**src/rtl/riscv_pkg.sv**
```systemverilog
// Shared RV32I control definitions: multicycle FSM states, opcodes,
// ALUOp codes and the datapath mux-select encodings.
package riscv_pkg;

  typedef enum logic [3:0] {
    S_FETCH    = 4'd0,
    S_DECODE   = 4'd1,
    S_MEMADR   = 4'd2,
    S_MEMREAD  = 4'd3,
    S_MEMWB    = 4'd4,
    S_MEMWRITE = 4'd5,
    S_EXECUTER = 4'd6,
    S_EXECUTEI = 4'd7,
    S_ALUWB    = 4'd8,
    S_BEQ      = 4'd9,
    S_JAL      = 4'd10
  } state_t;

  localparam logic [6:0] OP_LOAD   = 7'b0000011;
  localparam logic [6:0] OP_STORE  = 7'b0100011;
  localparam logic [6:0] OP_RTYPE  = 7'b0110011;
  localparam logic [6:0] OP_ITYPE  = 7'b0010011;
  localparam logic [6:0] OP_BRANCH = 7'b1100011;
  localparam logic [6:0] OP_JAL    = 7'b1101111;

  localparam logic [1:0] ALUOP_ADD   = 2'b00;
  localparam logic [1:0] ALUOP_SUB   = 2'b01;
  localparam logic [1:0] ALUOP_FUNCT = 2'b10;

  localparam logic [1:0] RES_ALUOUT    = 2'b00;
  localparam logic [1:0] RES_DATA      = 2'b01;
  localparam logic [1:0] RES_ALURESULT = 2'b10;

  localparam logic [1:0] SRCA_PC    = 2'b00;
  localparam logic [1:0] SRCA_OLDPC = 2'b01;
  localparam logic [1:0] SRCA_RS1   = 2'b10;

  localparam logic [1:0] SRCB_RS2  = 2'b00;
  localparam logic [1:0] SRCB_IMM  = 2'b01;
  localparam logic [1:0] SRCB_FOUR = 2'b10;

endpackage

```
**src/rtl/main_fsm.sv**
```systemverilog
// Multicycle RV32I control FSM: sequences fetch/decode/execute/memory/writeback
// and drives every datapath enable and mux select, stalling on MemReady.
module main_fsm
  import riscv_pkg::*;
(
  input  logic       clk,
  input  logic       reset,
  input  logic [6:0] op,
  input  logic       MemReady,
  output logic       PCUpdate,
  output logic       Branch,
  output logic       RegWrite,
  output logic       MemWrite,
  output logic       IRWrite,
  output logic [1:0] ResultSrc,
  output logic [1:0] ALUSrcA,
  output logic [1:0] ALUSrcB,
  output logic       AdrSrc,
  output logic [1:0] ALUOp,
  output logic [3:0] State
);

  state_t state_q, state_d;

  always_ff @(posedge clk or posedge reset) begin
    if (reset) state_q <= S_FETCH;
    else       state_q <= state_d;
  end

  assign State = state_q;

  always_comb begin
    state_d   = S_FETCH;
    PCUpdate  = 1'b0;
    Branch    = 1'b0;
    RegWrite  = 1'b0;
    MemWrite  = 1'b0;
    IRWrite   = 1'b0;
    ResultSrc = 2'b00;
    ALUSrcA   = 2'b00;
    ALUSrcB   = 2'b00;
    AdrSrc    = 1'b0;
    ALUOp     = 2'b00;

    case (state_q)
      S_FETCH: begin
        state_d   = MemReady ? S_DECODE : S_FETCH;
        AdrSrc    = 1'b0;
        IRWrite   = MemReady;
        PCUpdate  = MemReady;
        ALUSrcA   = SRCA_PC;
        ALUSrcB   = SRCB_FOUR;
        ALUOp     = ALUOP_ADD;
        ResultSrc = RES_ALURESULT;
      end
      S_DECODE: begin
        // Unsupported opcodes fall back to FETCH as a NOP; PC already moved.
        case (op)
          OP_LOAD, OP_STORE: state_d = S_MEMADR;
          OP_RTYPE:          state_d = S_EXECUTER;
          OP_ITYPE:          state_d = S_EXECUTEI;
          OP_BRANCH:         state_d = S_BEQ;
          OP_JAL:            state_d = S_JAL;
          default:           state_d = S_FETCH;
        endcase
        ALUSrcA = SRCA_OLDPC;
        ALUSrcB = SRCB_IMM;
        ALUOp   = ALUOP_ADD;
      end
      S_MEMADR: begin
        state_d = (op == OP_LOAD) ? S_MEMREAD : S_MEMWRITE;
        ALUSrcA = SRCA_RS1;
        ALUSrcB = SRCB_IMM;
        ALUOp   = ALUOP_ADD;
      end
      S_MEMREAD: begin
        state_d   = MemReady ? S_MEMWB : S_MEMREAD;
        ResultSrc = RES_ALUOUT;
        AdrSrc    = 1'b1;
      end
      S_MEMWB: begin
        state_d   = S_FETCH;
        ResultSrc = RES_DATA;
        RegWrite  = 1'b1;
      end
      S_MEMWRITE: begin
        state_d   = MemReady ? S_FETCH : S_MEMWRITE;
        ResultSrc = RES_ALUOUT;
        AdrSrc    = 1'b1;
        MemWrite  = 1'b1;
      end
      S_EXECUTER: begin
        state_d = S_ALUWB;
        ALUSrcA = SRCA_RS1;
        ALUSrcB = SRCB_RS2;
        ALUOp   = ALUOP_FUNCT;
      end
      S_EXECUTEI: begin
        state_d = S_ALUWB;
        ALUSrcA = SRCA_RS1;
        ALUSrcB = SRCB_IMM;
        ALUOp   = ALUOP_FUNCT;
      end
      S_ALUWB: begin
        state_d   = S_FETCH;
        ResultSrc = RES_ALUOUT;
        RegWrite  = 1'b1;
      end
      S_BEQ: begin
        state_d   = S_FETCH;
        ALUSrcA   = SRCA_RS1;
        ALUSrcB   = SRCB_RS2;
        ALUOp     = ALUOP_SUB;
        ResultSrc = RES_ALUOUT;
        Branch    = 1'b1;
      end
      S_JAL: begin
        state_d   = S_ALUWB;
        ALUSrcA   = SRCA_OLDPC;
        ALUSrcB   = SRCB_FOUR;
        ALUOp     = ALUOP_ADD;
        ResultSrc = RES_ALUOUT;
        PCUpdate  = 1'b1;
      end
      default: state_d = S_FETCH;
    endcase

    // Reset must kill enables combinationally so a stalled store never lands.
    if (reset) begin
      PCUpdate  = 1'b0;
      Branch    = 1'b0;
      RegWrite  = 1'b0;
      MemWrite  = 1'b0;
      IRWrite   = 1'b0;
      ResultSrc = RES_ALURESULT;
      ALUSrcA   = SRCA_PC;
      ALUSrcB   = SRCB_FOUR;
      AdrSrc    = 1'b0;
      ALUOp     = ALUOP_ADD;
    end
  end

endmodule

```
**config.mk**
```make
export PLATFORM = sky130hd
export DESIGN_NAME = main_fsm
export DESIGN_NICKNAME = d
export VERILOG_FILES = /design/src/rtl/riscv_pkg.sv /design/src/rtl/main_fsm.sv
export SDC_FILE = /design/constraint.sdc
export NUM_CORES = 1
export LEC_CHECK = 0
export ABC_AREA = 1
export CAP_MARGIN = 15
export CORE_AREA = 5 5 42 44
export CTS_CLUSTER_SIZE = 24
export DETAILED_ROUTE_END_ITERATION = 7
export DIE_AREA = 0 0 47 49
export PLACE_DENSITY = 0.83
export SLEW_MARGIN = 20
export SYNTH_ARGS = -nofsm -noshare
export SYNTH_HDL_FRONTEND = slang
export SYNTH_SLANG_ARGS = --single-unit
```
**constraint.sdc**
```tcl
create_clock -name clk -period 2.3 [get_ports clk]
set_input_delay 0.69 -clock clk [delete_from_list [all_inputs] [get_ports clk]]
set_output_delay 0.69 -clock clk [all_outputs]
set_load 0.1 [all_outputs]
```
# --- Word-level counts from Yosys, hierarchy flattened ---
# Cells that the tools add are included.
word_totals:
  reg_bits: 4
  inputBits: 10
  out_inout_bits: 18
  wordCells: 53
op_classes:
  n_eq_ne: 16
  n_mux: 26
  n_reduce_logical: 10
ops:
  columns: ["op", "n"]
  rows:
  - ["$pmux 4 s6", 1]
  - ["$pmux 4 s5", 1]
  - ["$eq 4x3->1 const B", 4]
  - ["$pmux 2 s2", 4]
  - ["$eq 7x6->1 const B", 2]
  - ["$eq 7x7->1 const B", 2]
  - ["$eq 4x4->1 const B", 3]
  - ["$mux 1", 12]
  - ["$reduce_or 2->1", 6]
  - ["$mux 3", 3]
  - ["$eq 4x2->1 const B", 2]
  - ["$mux 2", 4]
  - ["$eq 7x2->1 const B", 1]
  - ["$eq 7x5->1 const B", 1]
  - ["$reduce_or 3->1", 2]
  - ["$eq 4x1->1 const B", 1]
  - ["$logic_not 4->1", 1]
  - ["$reduce_or 4->1", 1]
  - ["$pmux 1 s2", 1]

# --- Logic depth before layout (Yosys ltp) ---
# Gate-level depths: netlist of run 1.
logic_depth:
  depth_word: 4
  depth_mapped: 7
  ltp_nobuf: 7

# --- Worst setup path before layout of run 1 ---
# OpenSTA, ideal clock, no wires.
synth_timing:
  path_type: "flip-flop to output port"
  start: "register state_q[2] (netlist: State[2])"
  end: "output port ALUOp[1]"
  arrival_ns: 3.278
  required_ns: 1.610
  slack_ns: -1.668
  stages_incl_launch_ff: 3
  n_path_buf: 0
  path_cell_list: "dfrtp_1 > nand2_1 > nor3_1"
synth_between:
  elab_chain_len: 4
  elab_cells_between_ends: 6
  classes_between: "eq/ne (3); mux (2); reduce/logical (1)"
synth_lines:
  columns: ["element", "line_no", "source"]
  rows:
  - ["start, declared", "main_fsm.sv:23", "state_t state_q, state_d;"]
  - ["start signal, assigned", "main_fsm.sv:27", "else state_q <= state_d;"]
  - ["$eq 4x3->1", "main_fsm.sv:45", "case (state_q)"]
  - ["$reduce_or 2->1 (no source line)", null, null]
  - ["$pmux 2 s2 *", "main_fsm.sv:45", null]
  - ["$mux 2 *", "main_fsm.sv:129", "if (reset) begin"]
  - ["end, declared", "main_fsm.sv:19", "output logic [1:0] ALUOp,"]
# Mark *: on every way between the ends. The rest lies on a longest branch, timed or not.

# --- Worst setup path after layout of run 1 ---
layout_timing:
  start: "register state_q[1] (netlist: State[1])"
  end: "output port ALUSrcB[0]"
layout_between:
  elab_chain_len: 4
  elab_cells_between_ends: 9
  classes_between: "eq/ne (4); mux (2); reduce/logical (3)"
layout_lines:
  columns: ["element", "line_no", "source"]
  rows:
  - ["$eq 4x1->1, or another cell as far along", "main_fsm.sv:45", null]
  - ["$reduce_or 3->1 (no source line) or $reduce_or 2->1 (tied branches)", null, null]
  - ["$pmux 2 s2 *", "main_fsm.sv:45", null]
  - ["$mux 2 *", "main_fsm.sv:129", null]
  - ["end, declared", "main_fsm.sv:17", "output logic [1:0] ALUSrcB,"]
# Marked as above.

==> results of run 1 <==
==> worst max path at each step <==
stage,from,end,slack (ns),cells after the start
2_1_floorplan,State[0]$_DFF_PP0_,MemWrite,-0.19,4
3_5_place_dp,reset,ALUOp[1],-0.22,4
4_1_cts,State[3]$_DFF_PP0_,ALUSrcB[0],0.02,7
5_1_grt,State[1]$_DFF_PP0_,ALUSrcB[0],-0.07,7
3_3_place_gp,reset,ALUOp[1],-0.17,4
6_report,State[1]$_DFF_PP0_,ALUSrcB[0],-0.02,7
==> repair_timing <==
action	4_1_cts	5_1_grt
setup endpoints to repair	14	6
resized for setup	3	6
setup buffers	1	1
pin swaps	1	1
hold endpoints to repair	0	0
==> metrics by stage <==
step           instance area, sq um  utilization, %  power (W)  std cells  hold slack, ns
2_1_floorplan                   651               -   0.000241         96           0.668
3_3_place_gp                   1140            81.3   0.000331        143           0.758
3_5_place_dp                   1140            81.3   0.000338        143           0.785
4_1_cts                        1190            84.6   0.000429        147           0.676
5_1_grt                        1210            86.4   0.000461        148           0.680
6_report                       1210            86.4   0.000454        148           0.658
==> cell usage after synthesis <==
cell type and count:
sky130_fd_sc_hd__nand2_1 28, sky130_fd_sc_hd__inv_2 5, sky130_fd_sc_hd__nand3b_1 1, sky130_fd_sc_hd__nor2_1 15, sky130_fd_sc_hd__dfrtp_1 4, sky130_fd_sc_hd__buf_2 1
sky130_fd_sc_hd__nand3_1 15, sky130_fd_sc_hd__inv_1 11, sky130_fd_sc_hd__nor2_4 1, sky130_fd_sc_hd__a21oi_2 1, sky130_fd_sc_hd__nand2_2 1, sky130_fd_sc_hd__clkinv_1 1
sky130_fd_sc_hd__nor2_2 4, sky130_fd_sc_hd__a21oi_1 5, sky130_fd_sc_hd__nor3_1 2, sky130_fd_sc_hd__buf_4 1
==> power breakdown <==
part	total (W)	switching, W	internal [W]
logic	0.000270	0.000177	0.0000929
registers	0.0000813	0.00000579	0.0000755
clock network	0.000103	0.0000440	0.0000594
total	0.000454	0.000226	0.000228
==> final cells by class <==
class,count,share of cell area (%)
well taps,16,1.65
multi-input cells,73,38.2
repair buffers,35,43.0
clock buffers,3,1.86
flip-flops and latches,4,9.50
inverters,17,5.79
==> per-layer routing <==
metal / up-vias / part of all wire [%] / GRT usage (%)
met5: - / 0 / 0
met1: 383 / 32 / 20.6
li1: 375 / - / -
met4: 0 / 6.7 / 7.83
met2: 74 / 52 / 37.6
met3: 22 / 9.1 / 3.69
==> cells by family (layout without fill, tap and decap cells) <==
group / count (synthesis) / after routing / synth area share, %
compound gates: 6 / 6 / 6.67
buf+inv: 19 / 55 / 15.1
flops: 4 / 4 / 19.8
simple gates: 67 / 67 / 58.5
==> critical path, cell delays in order, from the launching register on <==
cell                         delay, ns
sky130_fd_sc_hd__dfrtp_4          0.54
sky130_fd_sc_hd__nand2_1          0.09
sky130_fd_sc_hd__clkinv_1         0.14
sky130_fd_sc_hd__nand2_1          0.12
sky130_fd_sc_hd__nand3_1          0.10
sky130_fd_sc_hd__nand2_1          0.11
sky130_fd_sc_hd__clkinvlp_4       0.11
sky130_fd_sc_hd__buf_12           0.17
==> out/summary.log, run 1 <==
[detailed_routing] DRC violations left 0
[floorplan] Rows 14
[floorplan] horizontal die dimension 47 um
[detailed_routing] number of iterations in the first detailed-routing pass 5
[detailed_routing] total detailed-routing wirelength 2510 um
[worst_setup_path] Worst R2R Path Depth 7
[clock_network] clock tree from TritonCTS built
[finish] fill cell count 76
[worst_setup_path] flop2flop setup slack 0.99 ns
[yosys] post-synthesis instance area 507 sq um
[detailed_routing] Detailed Route Iter0 Violations 41
[worst_setup_path] critical path endpoint category output pin
[sta] hold violation count in the final report 0
[sta] sum of negative setup slack -0.0250 ns
[global_routing] antenna violations before repair 0
[worst_hold_path] path type of the worst min-delay path input port to asynchronous set/reset pin
[floorplan] Floorplan Core Area 0.00140 sq mm
[outcome] run status complete, but fails checks
[yosys] count of mapped cells out of synthesis 96
[floorplan] area enclosed by the die boundary 0.00230 sq mm
[global_routing] first-pass GRT wire length 3500 um
[sta] smallest setup slack after layout -0.0250 ns
[yosys] share of the synthesized area in the top cell type 20.7%
[pwr] Leakage 0.526 nW
[finish] area used by multi-input combinational logic 463 sq um
[yosys] average instance area after synthesis 5.28 sq um
[outcome] violations in the final reports setup timing
[finish] fraction of final layout cells sized beyond drive strength 1 49.2%
[clock_network] CTS H-tree lvls 1
[sta] Period Utilization, post-route 101%
[global_routing] vias in the first global route 774
[worst_setup_path] arrival time of data at the critical path endpoint 1.63 ns
[run] Maximum Capacitance Violations 0
[clock_network] sinks on the clock net 4
[finish] total area of sequential cells 115 sq um
[global_routing] Overflow after GRT 0
[yosys] largest cells by area after synthesis sky130_fd_sc_hd__nand2_1 (21%), sky130_fd_sc_hd__dfrtp_1 (20%), sky130_fd_sc_hd__nand3_1 (15%), sky130_fd_sc_hd__nor2_1 (11%), sky130_fd_sc_hd__inv_1 (8.1%)
[finish] Antenna Diode Count 0
[global_routing] GRT Total Usage 20.2%
[floorplan] number of top-level design ports 28
[pwr] worst ir drop on vdd 0.288 mV
[worst_setup_path] required time worst endpoint 1.61 ns
[sta] highest achievable clock rate 430 MHz
[worst_setup_path] critical path class register to output pin
[sta] worst-case clock skew 0.00542 ns
[yosys] Distinct cells, synth 16
[sta] clock period minus worst slack 2.32 ns
[clock_network] Root Buffer sky130_fd_sc_hd__clkbuf_4
[detailed_routing] via density per instance 5.77
[place] routability congestion estimate from global placement 0.789
[yosys] area leader, netlist sky130_fd_sc_hd__nand2_1
[sta] Worst-Margin Slew 0.311 ns
[sta] final-report setup violation count 1
[sta] tightest slew margin relative to the limit 79.2%
[global_routing] maximum number of pins on one net before global-route repair 9
[yosys] Synth Register Bits 4
[place] setup slack after placement -0.216 ns
[worst_setup_path] kind of launch point of the worst setup path register
[place] detailed placer's ending HPWL 1660 um
[detailed_routing] via count of the routed design 854
[yosys] fraction of the yosys area taken by sequential cells 19.8%
[clock_network] clock slew at the register clock pins of the worst setup and hold paths 0.05 ns
[finish] most common library cell in the layout ignoring fill and taps sky130_fd_sc_hd__nand2_1
[finish] most used cells in the layout excluding fill and tap cells sky130_fd_sc_hd__nand2_1 (23), sky130_fd_sc_hd__buf_12 (19), sky130_fd_sc_hd__nand3_1 (13), sky130_fd_sc_hd__nor2_1 (9), sky130_fd_sc_hd__inv_1 (8)
[worst_setup_path] worst-path fanout max 6
[detailed_routing] remaining antenna violation count 0
[clock_network] number of buffers inserted for hold repair after clock tree synthesis 0
[clock_network] clk buf depth 2
[floorplan] die height 49 um
[place] Port Buffers 27
[worst_setup_path] capture instance of the worst register-to-register path State[0]$_DFF_PP0_
[sta] number of max-slew violations in the final report 0
[floorplan] initial cell density of the core 36.2%
[worst_setup_path] r2r startpoint State[2]$_DFF_PP0_
[clock_network] later-pin clock latency in the skew report 0.26 ns
[finish] flip-flop count of the largest register after layout 4
[yosys] Yosys warning count 0
[yosys] total nets after synthesis 106
[clock_network] total clock buffers created by CTS 3
[detailed_routing] routed length per placed instance 17.0 um
[pwr] Power Density 375 mW/mm^2
[finish] final net count 144
[finish] P&R area growth vs syn 139%
Power figures use the tool's default switching activity.
==> run 2: changes to the inputs <==
ABC_CLOCK_PERIOD_IN_PS = 2300   (was not set)
RECOVER_POWER = 100   (was not set)
==> run 2 against run 1 <==
The run still ends with setup timing left; critical path depth stayed put; routed wire length rose by 0.60%; worst hold slack gained 0.031 ns; core utilization shrank 8.6 points; design area is 9.9% lower; sequential power shrank 0.5%; first-iteration DRC count up 4.9%; clock skew down 0.0016 ns.
==> out/summary.log, run 2 (synthesized netlist as in run 1, its figures left out) <==
[global_routing] first-pass GRT wire length 3500 um [unchanged]
[sta] final-report setup violation count 1 [unchanged]
[sta] number of max-slew violations in the final report 0 [unchanged]
[detailed_routing] via count of the routed design 840 [was 854]
[worst_setup_path] Worst R2R Path Depth 7 [unchanged]
[worst_setup_path] arrival time of data at the critical path endpoint 1.65 ns [was 1.63 ns]
[worst_hold_path] path type of the worst min-delay path input port to asynchronous set/reset pin [unchanged]
[sta] tightest slew margin relative to the limit 63.0% [was 79.2%]
[place] detailed placer's ending HPWL 1660 um [unchanged]
[global_routing] GRT Total Usage 20.2% [unchanged]
[global_routing] Overflow after GRT 0 [unchanged]
[clock_network] clock tree from TritonCTS built [unchanged]
[floorplan] Rows 14 [unchanged]
[floorplan] Floorplan Core Area 0.00140 sq mm [unchanged]
[floorplan] initial cell density of the core 36.2% [unchanged]
[worst_setup_path] cell-by-cell trace of the critical path nand2_1 -> clkinv_1 -> nand2_1 -> nand3_1 -> nand2_1 -> clkinvlp_4 -> buf_12 [unchanged]
[pwr] Pwr Total 0.000438 W [was 0.000454 W]
[clock_network] clk buf depth 2 [unchanged]
[worst_setup_path] Most Frequent Cell on Critical Path sky130_fd_sc_hd__nand2_1 [unchanged]
[detailed_routing] DRC violations left 0 [unchanged]
[finish] most common library cell in the layout ignoring fill and taps sky130_fd_sc_hd__nand2_1 [unchanged]
[clock_network] sinks on the clock net 4 [unchanged]
[finish] flip-flop count of the largest register after layout 4 [unchanged]
[floorplan] die height 49 um [unchanged]
[detailed_routing] via density per instance 5.68 [was 5.77]
[worst_setup_path] worst path bufs/invs 3 [unchanged]
[clock_network] Root Buffer sky130_fd_sc_hd__clkbuf_4 [unchanged]
[finish] fraction of final layout cells sized beyond drive strength 1 48.5% [was 49.2%]
[finish] Antenna Diode Count 0 [unchanged]
[worst_setup_path] crit path max-delay cell type sky130_fd_sc_hd__dfrtp_4 [unchanged]
[worst_setup_path] worst-path fanout max 6 [unchanged]
[pwr] worst ir drop on vdd 0.274 mV [was 0.288 mV]
[pwr] Power Density 402 mW/mm^2 [was 375 mW/mm^2]
[detailed_routing] remaining antenna violation count 0 [unchanged]
[floorplan] number of top-level design ports 28 [unchanged]
[clock_network] CTS H-tree lvls 1 [unchanged]
[worst_setup_path] path length in cells of the critical path 7 [unchanged]
[detailed_routing] Detailed Route Iter0 Violations 43 [was 41]
[global_routing] vias in the first global route 774 [unchanged]
[sta] smallest setup slack after layout -0.0414 ns [was -0.0250 ns]
[sta] worst-case clock skew 0.00387 ns [was 0.00542 ns]
[worst_setup_path] critical path class register to output pin [unchanged]
[floorplan] horizontal die dimension 47 um [unchanged]
[pwr] Leakage 0.494 nW [was 0.526 nW]
[clock_network] total clock buffers created by CTS 3 [unchanged]
[sta] highest achievable clock rate 427 MHz [was 430 MHz]
[clock_network] later-pin clock latency in the skew report 0.25 ns [was 0.26 ns]
[run] Maximum Capacitance Violations 0 [unchanged]
[finish] fill cell count 108 [was 76]
[worst_setup_path] Crit path largest cell delay 0.54 ns [about the same]
[place] routability congestion estimate from global placement 0.789 [unchanged]
[worst_setup_path] critical path endpoint category output pin [unchanged]
[detailed_routing] total detailed-routing wirelength 2530 um [was 2510 um]
[worst_setup_path] kind of launch point of the worst setup path register [unchanged]
[finish] P&R area growth vs syn 115% [was 139%]
[outcome] run status complete, but fails checks [unchanged]
[clock_network] clock slew at the register clock pins of the worst setup and hold paths 0.05 ns [about the same]
[worst_setup_path] required time worst endpoint 1.61 ns [about the same]
[sta] Period Utilization, post-route 102% [was 101%]
[sta] clock period minus worst slack 2.34 ns [was 2.32 ns]
[detailed_routing] number of iterations in the first detailed-routing pass 4 [was 5]
[outcome] violations in the final reports setup timing [unchanged]
[detailed_routing] routed length per placed instance 17.1 um [was 17.0 um]
[finish] final net count 144 [unchanged]
[sta] hold violation count in the final report 0 [unchanged]
[finish] most used cells in the layout excluding fill and tap cells sky130_fd_sc_hd__nand2_1 (23), sky130_fd_sc_hd__nand3_1 (13), sky130_fd_sc_hd__nor2_1 (9), sky130_fd_sc_hd__buf_6 (9), sky130_fd_sc_hd__inv_1 (8) [was sky130_fd_sc_hd__nand2_1 (23), sky130_fd_sc_hd__buf_12 (19), sky130_fd_sc_hd__nand3_1 (13), sky130_fd_sc_hd__nor2_1 (9), sky130_fd_sc_hd__inv_1 (8)]
[worst_setup_path] cell family with most CP delay flip-flops [unchanged]
[place] Port Buffers 27 [unchanged]
[floorplan] area enclosed by the die boundary 0.00230 sq mm [unchanged]
[sta] Worst-Margin Slew 0.558 ns [was 0.311 ns]
[global_routing] antenna violations before repair 0 [unchanged]
[global_routing] maximum number of pins on one net before global-route repair 9 [unchanged]
[place] setup slack after placement -0.216 ns [unchanged]
-- run 2: cell types whose count changed in the layout (fill, tap and decap cells not counted) --
cell,previous run,this run
sky130_fd_sc_hd__buf_4,7,5
sky130_fd_sc_hd__dlygate4sd3_1,0,2
sky130_fd_sc_hd__buf_8,0,1
sky130_fd_sc_hd__clkbuf_2,0,3
sky130_fd_sc_hd__clkbuf_1,0,1
sky130_fd_sc_hd__clkdlybuf4s50_1,7,5
sky130_fd_sc_hd__buf_12,19,7
sky130_fd_sc_hd__buf_6,0,9
-- run 2: layer usage --
metal	routed length, um	global-route usage, %	vias to the layer above	share of wire, %
li1	-	-	373	-
met1	790	20.6	376	31
met5	0	0	-	0
met2	1300	37.6	68	52
met4	186	7.83	0	7.4
met3	248	3.69	23	9.8
-- run 2: worst paths after layout --
kind	startpoint	to	slack, ns
worst max-delay path	State[1]$_DFF_PP0_	ALUSrcB[0]	-0.04
worst min-delay path	reset	State[0]$_DFF_PP0_	0.69
worst max register to register	State[2]$_DFF_PP0_	State[0]$_DFF_PP0_	1.01
worst min register to register	State[3]$_DFF_PP0_	State[1]$_DFF_PP0_	0.80
max in group asynchronous	reset	State[1]$_DFF_PP0_	1.40
min in group clk	State[3]$_DFF_PP0_	State[1]$_DFF_PP0_	0.80
-- run 2: worst min-delay path, stage by stage --
cell and delay [ns]:
sky130_fd_sc_hd__dlygate4sd2_1 0.30, sky130_fd_sc_hd__inv_4 0.11, sky130_fd_sc_hd__clkbuf_1 0.21
-- run 2: through the flow --
stage                     setup TNS, ns  std cells  hold slack (ns)  util [%]  area (sq um)
after floorplan                  -0.624         96            0.668         -           651
after global placement            -1.33        143            0.758      81.3          1140
after detailed placement          -1.67        143            0.785      81.3          1140
after CTS                             0        147            0.676      84.6          1190
after global routing             -0.105        148            0.725      77.9          1090
final                           -0.0414        148            0.690      77.9          1090
-- run 2: cell type report --
| class | count | area [sq um] | area share [%] |
|---|---|---|---|
| multi-input combinational | 73 | 463 | 42.4 |
| tap | 16 | 20.0 | 1.83 |
| inverter | 17 | 70.1 | 6.42 |
| sequential | 4 | 115 | 10.6 |
| timing repair buffer | 35 | 400 | 36.7 |
| clock buffer | 3 | 22.5 | 2.06 |
-- run 2: what timing repair did --
| action | in CTS | in global routing |
|---|---|---|
| pin swaps | 1 | 1 |
| hold buffers | 0 | 0 |
| setup buffers | 1 | 1 |
| cloned | 0 | 0 |
| gates resized for setup | 3 | 6 |
| setup endpoints to repair | 14 | 6 |
-- run 2: power breakdown --
part           internal [W]  switching [W]  total (W)
sequential        0.0000755     0.00000538  0.0000809
clock             0.0000594      0.0000440   0.000103
combinational     0.0000794       0.000174   0.000254
total              0.000214       0.000224   0.000438
